### src/rtl/sakebi_eth_fcs_rx.sv
// Ethernet receive framer: strips preamble/SFD/FCS, checks CRC-32 and forwards the MAC frame
// with a bad-frame flag on the last beat.
module sakebi_eth_fcs_rx #(
   parameter int unsigned MIN_FRAME = 64,
   parameter int unsigned CNT_W     = 16
) (
   input  logic             i_axis_ACLK,
   input  logic             i_axis_ARESETn,
   input  logic             i_s_axis_TVALID,
   output logic             o_s_axis_TREADY,
   input  logic [7:0]       i_s_axis_TDATA,
   input  logic             i_s_axis_TLAST,
   output logic             o_m_axis_TVALID,
   input  logic             i_m_axis_TREADY,
   output logic [7:0]       o_m_axis_TDATA,
   output logic             o_m_axis_TLAST,
   output logic             o_m_axis_TUSER,
   output logic [CNT_W-1:0] o_good_cnt,
   output logic [CNT_W-1:0] o_err_cnt
);

   typedef enum logic [1:0] {StHunt, StData, StDrop} state_e;

   localparam logic [31:0] CrcResidue = 32'hDEBB20E3;
   localparam logic [10:0] LenMax     = 11'd2047;

   state_e           state_q, state_d;
   logic             seen55_q, seen55_d;
   logic [31:0]      crc_q, crc_d, crc_next;
   logic [10:0]      len_q, len_d, len_inc;
   logic [31:0]      dly_q, dly_d;
   logic [2:0]       dly_cnt_q, dly_cnt_d;
   logic             m_valid_q, m_valid_d;
   logic [7:0]       m_data_q, m_data_d;
   logic             m_last_q, m_last_d;
   logic             m_user_q, m_user_d;
   logic [CNT_W-1:0] good_q, good_d, err_q, err_d;
   logic             accept, good_inc, err_inc, frame_bad;

   function automatic logic [31:0] crc_byte(input logic [31:0] c, input logic [7:0] d);
      logic [31:0] r;
      r = c ^ {24'h0, d};
      for (int i = 0; i < 8; i++) begin
         r = r[0] ? ((r >> 1) ^ 32'hEDB88320) : (r >> 1);
      end
      return r;
   endfunction

   always_comb begin
      state_d   = state_q;
      seen55_d  = seen55_q;
      crc_d     = crc_q;
      len_d     = len_q;
      dly_d     = dly_q;
      dly_cnt_d = dly_cnt_q;
      m_valid_d = m_valid_q;
      m_data_d  = m_data_q;
      m_last_d  = m_last_q;
      m_user_d  = m_user_q;
      good_inc  = 1'b0;
      err_inc   = 1'b0;

      o_s_axis_TREADY = (state_q == StData) ? (!m_valid_q || i_m_axis_TREADY) : 1'b1;
      accept    = i_s_axis_TVALID && o_s_axis_TREADY;
      crc_next  = crc_byte(crc_q, i_s_axis_TDATA);
      len_inc   = (len_q == LenMax) ? len_q : len_q + 11'd1;
      frame_bad = (crc_next != CrcResidue) || (32'(len_inc) < MIN_FRAME);

      if (m_valid_q && i_m_axis_TREADY) begin
         m_valid_d = 1'b0;
      end

      unique case (state_q)
         StHunt: begin
            if (accept) begin
               if (i_s_axis_TLAST) begin
                  seen55_d = 1'b0;
                  err_inc  = 1'b1;
               end else if (i_s_axis_TDATA == 8'h55) begin
                  seen55_d = 1'b1;
               end else if (i_s_axis_TDATA == 8'hD5 && seen55_q) begin
                  state_d   = StData;
                  seen55_d  = 1'b0;
                  crc_d     = 32'hFFFFFFFF;
                  len_d     = 11'd0;
                  dly_cnt_d = 3'd0;
                  dly_d     = 32'h0;
               end else begin
                  state_d  = StDrop;
                  seen55_d = 1'b0;
               end
            end
         end
         StDrop: begin
            if (accept && i_s_axis_TLAST) begin
               state_d = StHunt;
               err_inc = 1'b1;
            end
         end
         StData: begin
            if (accept) begin
               crc_d     = crc_next;
               len_d     = len_inc;
               dly_d     = {dly_q[23:0], i_s_axis_TDATA};
               dly_cnt_d = (dly_cnt_q == 3'd4) ? 3'd4 : dly_cnt_q + 3'd1;
               // A full delay line means len >= 5 with this byte, so the oldest byte is MAC data.
               if (dly_cnt_q == 3'd4) begin
                  m_valid_d = 1'b1;
                  m_data_d  = dly_q[31:24];
                  m_last_d  = i_s_axis_TLAST;
                  m_user_d  = i_s_axis_TLAST && frame_bad;
               end
               if (i_s_axis_TLAST) begin
                  state_d  = StHunt;
                  seen55_d = 1'b0;
                  if (dly_cnt_q == 3'd4 && !frame_bad) begin
                     good_inc = 1'b1;
                  end else begin
                     err_inc = 1'b1;
                  end
               end
            end
         end
         default: state_d = StHunt;
      endcase

      good_d = (good_inc && good_q != '1) ? good_q + 1'b1 : good_q;
      err_d  = (err_inc && err_q != '1) ? err_q + 1'b1 : err_q;
   end

   always_ff @(posedge i_axis_ACLK or negedge i_axis_ARESETn) begin
      if (!i_axis_ARESETn) begin
         state_q   <= StHunt;
         seen55_q  <= 1'b0;
         crc_q     <= 32'hFFFFFFFF;
         len_q     <= 11'd0;
         dly_q     <= 32'h0;
         dly_cnt_q <= 3'd0;
         m_valid_q <= 1'b0;
         m_data_q  <= 8'h0;
         m_last_q  <= 1'b0;
         m_user_q  <= 1'b0;
         good_q    <= '0;
         err_q     <= '0;
      end else begin
         state_q   <= state_d;
         seen55_q  <= seen55_d;
         crc_q     <= crc_d;
         len_q     <= len_d;
         dly_q     <= dly_d;
         dly_cnt_q <= dly_cnt_d;
         m_valid_q <= m_valid_d;
         m_data_q  <= m_data_d;
         m_last_q  <= m_last_d;
         m_user_q  <= m_user_d;
         good_q    <= good_d;
         err_q     <= err_d;
      end
   end

   assign o_m_axis_TVALID = m_valid_q;
   assign o_m_axis_TDATA  = m_data_q;
   assign o_m_axis_TLAST  = m_last_q;
   assign o_m_axis_TUSER  = m_user_q;
   assign o_good_cnt      = good_q;
   assign o_err_cnt       = err_q;

endmodule

### config.mk
export PLATFORM = sky130hd
export DESIGN_NAME = sakebi_eth_fcs_rx
export DESIGN_NICKNAME = d
export VERILOG_FILES = /design/src/rtl/sakebi_eth_fcs_rx.sv
export SDC_FILE = /design/constraint.sdc
export NUM_CORES = 1
export LEC_CHECK = 0
export ABC_CLOCK_PERIOD_IN_PS = 7300
export CORE_MARGIN = 2
export CORE_UTILIZATION = 62
export CTS_CLUSTER_DIAMETER = 200
export DETAILED_ROUTE_END_ITERATION = 12
export GPL_ROUTABILITY_DRIVEN = 0
export PLACE_DENSITY = 0.95
export SYNTH_ARGS = -nofsm -noshare
export SYNTH_HDL_FRONTEND = slang
export SYNTH_SLANG_ARGS = --single-unit
### constraint.sdc
create_clock -name i_axis_ACLK -period 7.3 [get_ports i_axis_ACLK]
set_input_delay 1.095 -clock i_axis_ACLK [delete_from_list [all_inputs] [get_ports i_axis_ACLK]]
set_output_delay 1.095 -clock i_axis_ACLK [all_outputs]
set_load 0.01 [all_outputs]
==> results of run 1 <==
-- layer usage --
metal / vias up / global-route usage [%] / routed length (um)
met3: 96 / 7.24 / 1290
met5: - / 0 / 0
li1: 2224 / - / -
met4: 0 / 15.4 / 774
met1: 2562 / 37.8 / 6280
met2: 348 / 52.1 / 8410
-- cells in the mapped netlist, types with 6 or more instances --
master / instances / area (um2)
nand4_1: 13 / 81.3
nor3_1: 8 / 40.0
dfstp_2: 32 / 841
inv_1: 11 / 41.3
o21ai_0: 17 / 85.1
ha_1: 6 / 75.1
o22a_1: 6 / 52.6
mux2_2: 6 / 67.6
nand2_1: 64 / 240
clkbuf_1: 21 / 78.8
mux2i_1: 6 / 60.1
xnor2_1: 60 / 526
nand3_1: 13 / 65.1
and2_1: 9 / 56.3
nor2_1: 52 / 195
xor2_1: 33 / 289
a21oi_1: 36 / 180
a22o_1: 36 / 315
dfrtp_1: 92 / 2300
and3_1: 8 / 50.1
-- power by group through the flow --
stage | sequential, mW | clock, mW | combinational [mW]
5_1_grt | 0.746 | 0.896 | 0.250
2_1_floorplan | 0.745 | 0 | 0.144
3_5_place_dp | 0.753 | 0 | 0.227
4_1_cts | 0.742 | 0.862 | 0.232
3_3_place_gp | 0.749 | 0 | 0.217
6_report | 0.744 | 0.860 | 0.234
-- cells by family (layout without fill, tap and decap cells) --
family	Yosys count	after routing	share of synthesized area (%)
adder cells (fa/ha/maj)	6	6	1.17
buffers and inverters	35	104	2.11
flip-flops	124	124	49.0
AO/OA/AOI/OAI	121	121	13.2
XOR/XNOR	106	106	16.7
AND/OR/NAND/NOR	200	200	15.8
multiplexers	12	12	1.99
-- worst max-delay path by stage --
| stage | to | depth (start not counted) |
|---|---|---|
| final | o_err_cnt[13] | 12 |
| after global routing | o_err_cnt[12] | 12 |
| after CTS | o_err_cnt[13] | 12 |
| after detailed placement | o_err_cnt[13] | 12 |
| after global placement | o_err_cnt[12] | 11 |
| after floorplan | o_err_cnt[12] | 11 |
-- area by class of cell --
cell class	count	share of cell area (%)
Clock buffer	19	5.74
Sequential cell	124	40.8
Timing Repair Buffer	61	7.74
Multi-Input combinational cell	445	40.8
Inverter	11	0.537
Clock inverter	13	2.13
Tap cell	136	2.21
-- flip-flops by register name (all words and copies together) (netlist names), 2 cells and up --
signal,count
crc_q,32
dly_cnt_q,3
len_q,11
o_good_cnt,16
state_q,2
dly_q,32
o_m_axis_TDATA,8
o_err_cnt,16
-- per-stage QoR --
step / area [um2] / std cells / util (%) / hold slack (ns)
2_1_floorplan: 6410 / 604 / - / 0.440
3_3_place_gp: 7090 / 777 / 69.6 / 0.456
3_5_place_dp: 7090 / 777 / 69.6 / 0.459
4_1_cts: 7690 / 809 / 75.6 / 0.481
5_1_grt: 7690 / 809 / 75.6 / 0.504
6_report: 7690 / 809 / 75.6 / 0.475
-- worst reg2reg max path: stages, from the launching register on --
cell and delay [ns]:
dfstp_2 0.56, xor2_2 0.56, xnor2_2 0.32, ha_1 0.28, or4b_2 0.61, nor3_1 0.21, o2111ai_1 0.14, a211o_1 0.34
nor2_1 0.30, o21ai_2 0.27, and4_1 0.28, xor2_1 0.14
==> impl.org, run 1 <==
** Worst hold path
- The worst hold path passes through 2 cells.
- Class of the worst hold path :: reg -> reg
- Endpoint, Worst Hold :: o_m_axis_TDATA[3]
- The startpoint identified for the worst hold timing path is o_m_axis_TDATA[3].

** Setup path
- Data on the critical path arrives at its endpoint at 5.16 ns.
- In this design, the stage delay of the slowest critical-path cell is 0.69 ns.
- Critical Path Fanout Max :: 15
- The startpoint identified for the worst register-to-register timing path is crc_q[1].
- In this run the register-to-register setup slack is 3.17 ns.
- The worst register-to-register path has a depth of 11.
- Critical R2R Capture :: o_err_cnt[13]
- The largest individual stage delay along the critical path comes from the cell xnor2_1.
- Counting both buffers and inverters, the worst setup path holds a total of 1.
- Largest delay contributor family on the critical path :: simple AND/OR/NAND/NOR gates
- Kind of capture point of the worst setup path :: flop
- List of cells traversed by the critical path :: clkdlybuf4s50_1 -> xnor2_1 -> xnor2_2 -> ha_1 -> or4b_2 -> nor3_1 -> o2111ai_1 -> a211o_1 -> nor2_1 -> o21ai_2 -> and4_1 -> xor2_1
- The critical path starts at i_s_axis_TDATA[7].
- For the worst setup path, the data required time is 7.71 ns.
- The setup path with the least slack is of type in -> reg.
- Element type at the critical path start :: primary input

** STA
- Setup violations remaining at the end of the flow were counted as 0.
- Total Neg Setup Slack :: 0 ns
- The total count of max-transition violations in the final report is 0.
- Portion of the clock cycle consumed by the worst path in the final layout :: 65.1%
- Setup repair after global routing left no endpoint under its margin.
- Worst Skew :: 0.00672 ns
- In this run the tightest slew margin relative to its limit is 20.8%.
- The number of endpoints with negative hold slack in the final report is 0.
- After layout, the worst setup slack is 2.55 ns.
- Based on the critical path, the design can be clocked at up to 211 MHz.
- The worst path in the final design needs a cycle of 4.75 ns, including I/O delays and setup.
- Measured slew at the worst slew-check pin :: 1.19 ns

** Clock tree
- After clock tree synthesis, the clock-pin slew on the worst setup and hold paths is 0.06 ns.
- Once the clock tree was built, the setup fixing pass inserted 0 buffers.
- Number of buffers added to fix hold violations after cts :: 0
- The later pin in the worst-skew pair is clocked with a latency of 0.53 ns.
- Clock sinks :: 124
- The H-tree generated during clock tree synthesis spans 4 levels.
- In this run, post-CTS repair resized a total of 0 instances.
- TritonCTS built the clock tree.
- Buffers inserted during clock tree synthesis total 17.
- The tree is rooted in a clkbuf_8.
- Number of buffers between clock root and the deepest sink :: 2

** GRT
- Wire length of the first global-routing pass :: 27000 um
- Maximum number of pins on one net before global-route repair :: 82
- Global routing consumed, over all layers together, 31.1% of the routing resources.
- Antenna violations before repair :: 0
- Residual overflow from global routing :: 0
- The via count of the first global-routing pass was 5309.

** Route
- Vias per cell :: 6.46
- The detailed router finished its first iteration with 526 violations.
- In the final routed layout, each cell accounts on average for 20.7 um.
- Before antenna repair, the detailed router went through 5 iterations.
- Count of unresolved DRC violations after routing :: 0
- The final layout contains routed wiring with a total length of 16800 um.
- Via count :: 5230
- The detail route stage leaves a number of antenna-violating nets equal to 0.

** Synthesis
- Synthesized netlist net count :: 623
- Share of async-settable or async-resettable flops after synthesis :: 100%
- The share of the Yosys chip area taken by registers is 49.0%.
- Post-Synthesis Cell Area :: 6410 um2
- Post-synthesis instance total :: 604
- Yosys mapped the design onto 59 distinct sky130hd cell types.
- EDFF count, synth :: 0
- Total of warnings raised by yosys :: 0
- In this run, synthesis produced a sequential element count of 124.
- A synthesized cell averages 10.6 um2.
- In the synthesized netlist the dominant register cell turns out to be dfrtp_1.

** Outcome
- Result of the run :: completed

** Cells and area
- In the final layout, flip-flops and latches occupy 3140 um2.
- The multi-input combinational cells in the finished layout cover a total of 3140 um2.
- ANT cells :: 0
- For this run, the post-layout net count is 679.
- Leading cell types in the layout, fill and taps excluded :: dfrtp_1, nand2_1, xnor2_1
- The library cell used most frequently in the layout, excluding fill and tap cells, is dfrtp_1.
- Final-layout fill cell count :: 591
- Area growth from synthesis to layout :: 20.0%
- In the final layout, the share of cells above drive strength 1 is 15.5%.

** Pwr
- Design internal power :: 1.36 mW
- The share of total power dissipated in the clock network is 46.8%.
- Net switching is 26.3% of the power.
- Sequential share of power :: 40.5%
- In this run the power spent charging and discharging nets is 483 uW.
- IR analysis of the VDD net gives a maximum drop of 0.133 mV.
- In this run, the combinational gates consume 12.7% of the power.
- Overall power of the completed layout :: 1.84 mW
- In this run the static leakage power is 3.36 nW.
- P per Cell Area :: 239 nW/um2

** Floorplan
- The die covers 11200 um2.
- During I/O placement, the number of pins put on the boundary was 57.
- Once the floorplan was initialized, standard cells occupied 62.9% of the core.
- Std cell rows :: 37
- The die is 106 um tall.
- After floorplanning, the core was sized to cover 10200 um2.
- Die span in x :: 106 um

** Placed design
- I/O Buffers :: 56
- The wire-length estimate of the detail-placed layout is 10200 um.
- Post-Place Worst Slack :: 2.19 ns

** Job
- Max-cap violation count :: 0
Note: power is estimated with default switching activity, not from simulation.
==> run 2, diff against run 1 <==
==> config.mk (replaced) <==
export PLATFORM = sky130hd
export DESIGN_NAME = sakebi_eth_fcs_rx
export DESIGN_NICKNAME = d
export VERILOG_FILES = /design/src/rtl/sakebi_eth_fcs_rx.sv
export SDC_FILE = /design/constraint.sdc
export NUM_CORES = 1
export LEC_CHECK = 0
export ABC_CLOCK_PERIOD_IN_PS = 4500
export CORE_MARGIN = 2
export CORE_UTILIZATION = 58
export CTS_CLUSTER_DIAMETER = 200
export DETAILED_ROUTE_END_ITERATION = 12
export GPL_ROUTABILITY_DRIVEN = 0
export PLACE_DENSITY = 0.92
export SYNTH_ARGS = -nofsm -noshare
export SYNTH_HDL_FRONTEND = slang
export SYNTH_SLANG_ARGS = --single-unit
==> constraint.sdc (replaced) <==
create_clock -name i_axis_ACLK -period 4.5 [get_ports i_axis_ACLK]
set_input_delay 0.675 -clock i_axis_ACLK [delete_from_list [all_inputs] [get_ports i_axis_ACLK]]
set_output_delay 0.675 -clock i_axis_ACLK [all_outputs]
set_load 0.01 [all_outputs]
==> impl.org, run 2 (synthesis results as in run 1) <==
** Cells and area
- The final layout contains 696 nets.
- Relative to the synthesized area, the layout overhead comes to 21.6%.
- ANT cells :: 0
- The layout has 681 filler cells.
- Leaving out fill and tap cells, the most frequent cells in the layout are dfrtp_1, nand2_1, xnor2_1.
- Layout cell share with drive strength beyond 1 :: 17.4%
- Summing all flip-flop and latch instances after layout gives 3140 um2.
- The finished cells cover 7800 um2.
- Total area of multi-input combinational cells :: 3140 um2
- Leaving out fill and tap cells, the most frequent cell in the layout is dfrtp_1.
- Largest regs :: crc_q: 32 flops, dly_q: 32 flops

** Route
- For this block, the initial DRC count from the detailed router was 443.
- Using the TritonRoute via totals, the vias-per-cell ratio works out to 6.18.
- The routed layout has 5128 vias.
- The pre-antenna-repair detailed-routing pass consisted of 5 iterations.
- In the routed design, unresolved DRC markers number 0.
- Drt wl/cell :: 19.4 um
- In this run the remaining antenna-violating nets after routing total 0.
- Final Routed Wirelength :: 16100 um

** Setup path
- Worst stage delay on the critical path :: 0.53 ns
- Critical Path RT :: 4.90 ns
- Most Frequent Cell on Critical Path :: xnor2_1
- Cell type of the slowest stage on the worst timing path :: or4b_4
- Data on the critical path arrives at its endpoint at 4.38 ns.
- STA classifies the critical path startpoint as a primary input.
- STA classifies the critical path endpoint as a flop.
- The signal on the critical path passes through clkdlybuf4s50_1 -> xnor2_1 -> buf_4 -> xnor2_1 -> xnor2_1 -> mux2i_1 -> o2111ai_1 -> or4b_4 -> nor2_1 -> o21ai_2 -> and4_1 -> xor2_1.
- Largest delay contributor family on the critical path :: simple AND/OR/NAND/NOR gates
- Critical Path Fanout Max :: 15
- CP Class :: in -> reg
- Number of buffers and inverters on the critical path :: 2

** Placed design
- DPL Wire Length :: 10200 um
- In this run the cell area measured after placement is 7220 um2.
- Input and output buffers added on the ports amount to 56.
- Prior to clock tree synthesis, the placed netlist has a worst setup slack of 0.0700 ns.

** GRT
- Met2 Use GR :: 46.3%
- Global routing used 28.9% of the available tracks across all layers.
- The first global-routing pass estimated 26300 um of wire.
- The total overflow left after global routing is 0.
- Antenna violations before repair :: 0
- GR peak layer :: met2
- Global routing consumed, on the met3 layer, 6.99% of the routing resources.
- The via count of the first global-routing pass came to 5292.
- Maximum number of pins on one net before global-route repair :: 69
- For this run, global-route usage on met1 was measured as 35.4%.

** Clock tree
- CTS H-tree depth :: 4
- After clock tree synthesis, the setup repair step added 0 buffers.
- Number of buffers between clock root and the deepest sink :: 2
- Counting the buffers created by CTS gives 17.
- TritonCTS built the clock tree.
- The later pin in the worst-skew pair is clocked with a latency of 0.53 ns.
- Buffer cell driving the clock tree root :: clkbuf_8
- Number of buffers added to fix hold violations after cts :: 0
- Worst-path clk slew :: 0.06 ns
- For this design, the sink count on the clock tree is 124.
- Post-CTS repair changed the size of 0 cells.

** Worst hold path
- Class of the worst hold path :: in -> async

** STA
- Measured slew at the worst slew-check pin :: 0.853 ns
- Setup violations remaining at the end of the flow were counted as 0.
- Final min period :: 3.98 ns
- Highest clock frequency the design can meet :: 251 MHz
- Worst Skew :: 0.0105 ns
- In the finished design, the share of the clock period the worst path needs comes to 88.5%.
- Once routing completed, OpenROAD measured the worst setup slack at 0.517 ns.
- Final Max Slew Viols :: 0
- Setup total negative slack on the finished layout was measured at 0 ns.
- Worst slew margin relative to its limit :: 43.1%
- Hold Fails Final Rpt :: 0
- Setup repair after global routing left no endpoint under its margin.

** Outcome
- The run finished with clean final reports.

** Floorplan
- Chip Height :: 109 um
- I/O pin count :: 57
- The die is 109 um wide.
- Full die area :: 11900 um2
- In this run the standard cell core region covers 10800 um2.
- Initial core utilization :: 59.4%
- Std cell rows :: 38

** Pwr
- VDD IR max :: 0.306 mV
- The design draws 2.93 mW.
- Leakage component of the power :: 3.43 nW
- P per Cell Area :: 376 nW/um2

** Job
- Across the run, the number of max-cap violations was 0.
[run 2: cell types whose count changed in the layout (fill, tap and decap cells not counted), sizes merged]
cell and delta:
buf +17, clkbuf +2, clkinv -1, inv -1, bufinv -1, clkinvlp +1
[run 2: cell type report]
class                           instances  share of cell area (%)
Clock buffer                           21                    5.89
Clock inverter                         11                    1.49
Inverter                               11                   0.530
Multi-Input combinational cell        445                    40.3
Sequential cell                       124                    40.3
Tap cell                              140                    2.25
Timing Repair Buffer                   78                    9.27
[run 2: where the power goes]
part | internal, mW | leakage (nW) | switching, mW
clock network | 0.828 | 0.280 | 0.499
registers | 1.15 | 1.59 | 0.0547
logic | 0.189 | 1.56 | 0.209
[run 2: metrics by stage]
stage	util, %	hold WS [ns]	instances
after floorplan	-	0.379	604
after global placement	66.9	0.457	798
after detailed placement	66.9	0.466	798
after CTS	72.2	0.277	830
after global routing	72.2	0.319	830
final	72.2	0.252	830
[run 2: metal layers]
layer,share of wire (%),wire [um]
met1,39,6350
met2,49,7800
met4,4.7,748
met5,0,0
met3,7.3,1180
[run 2: final timing paths]
path | slack [ns] | end | cells past startpoint | startpoint
worst max-delay path | 0.52 | o_err_cnt[13] | 12 | i_s_axis_TDATA[7]
max in group asynchronous | 3.28 | crc_q[30] | 2 | i_axis_ARESETn
min in group i_axis_ACLK | 0.48 | o_m_axis_TDATA[1] | 2 | o_m_axis_TDATA[1]
worst min-delay path | 0.25 | dly_q[17] | 1 | i_axis_ARESETn
worst max register to register | 0.70 | o_err_cnt[13] | 11 | crc_q[2]
worst min register to register | 0.48 | o_m_axis_TDATA[1] | 2 | o_m_axis_TDATA[1]
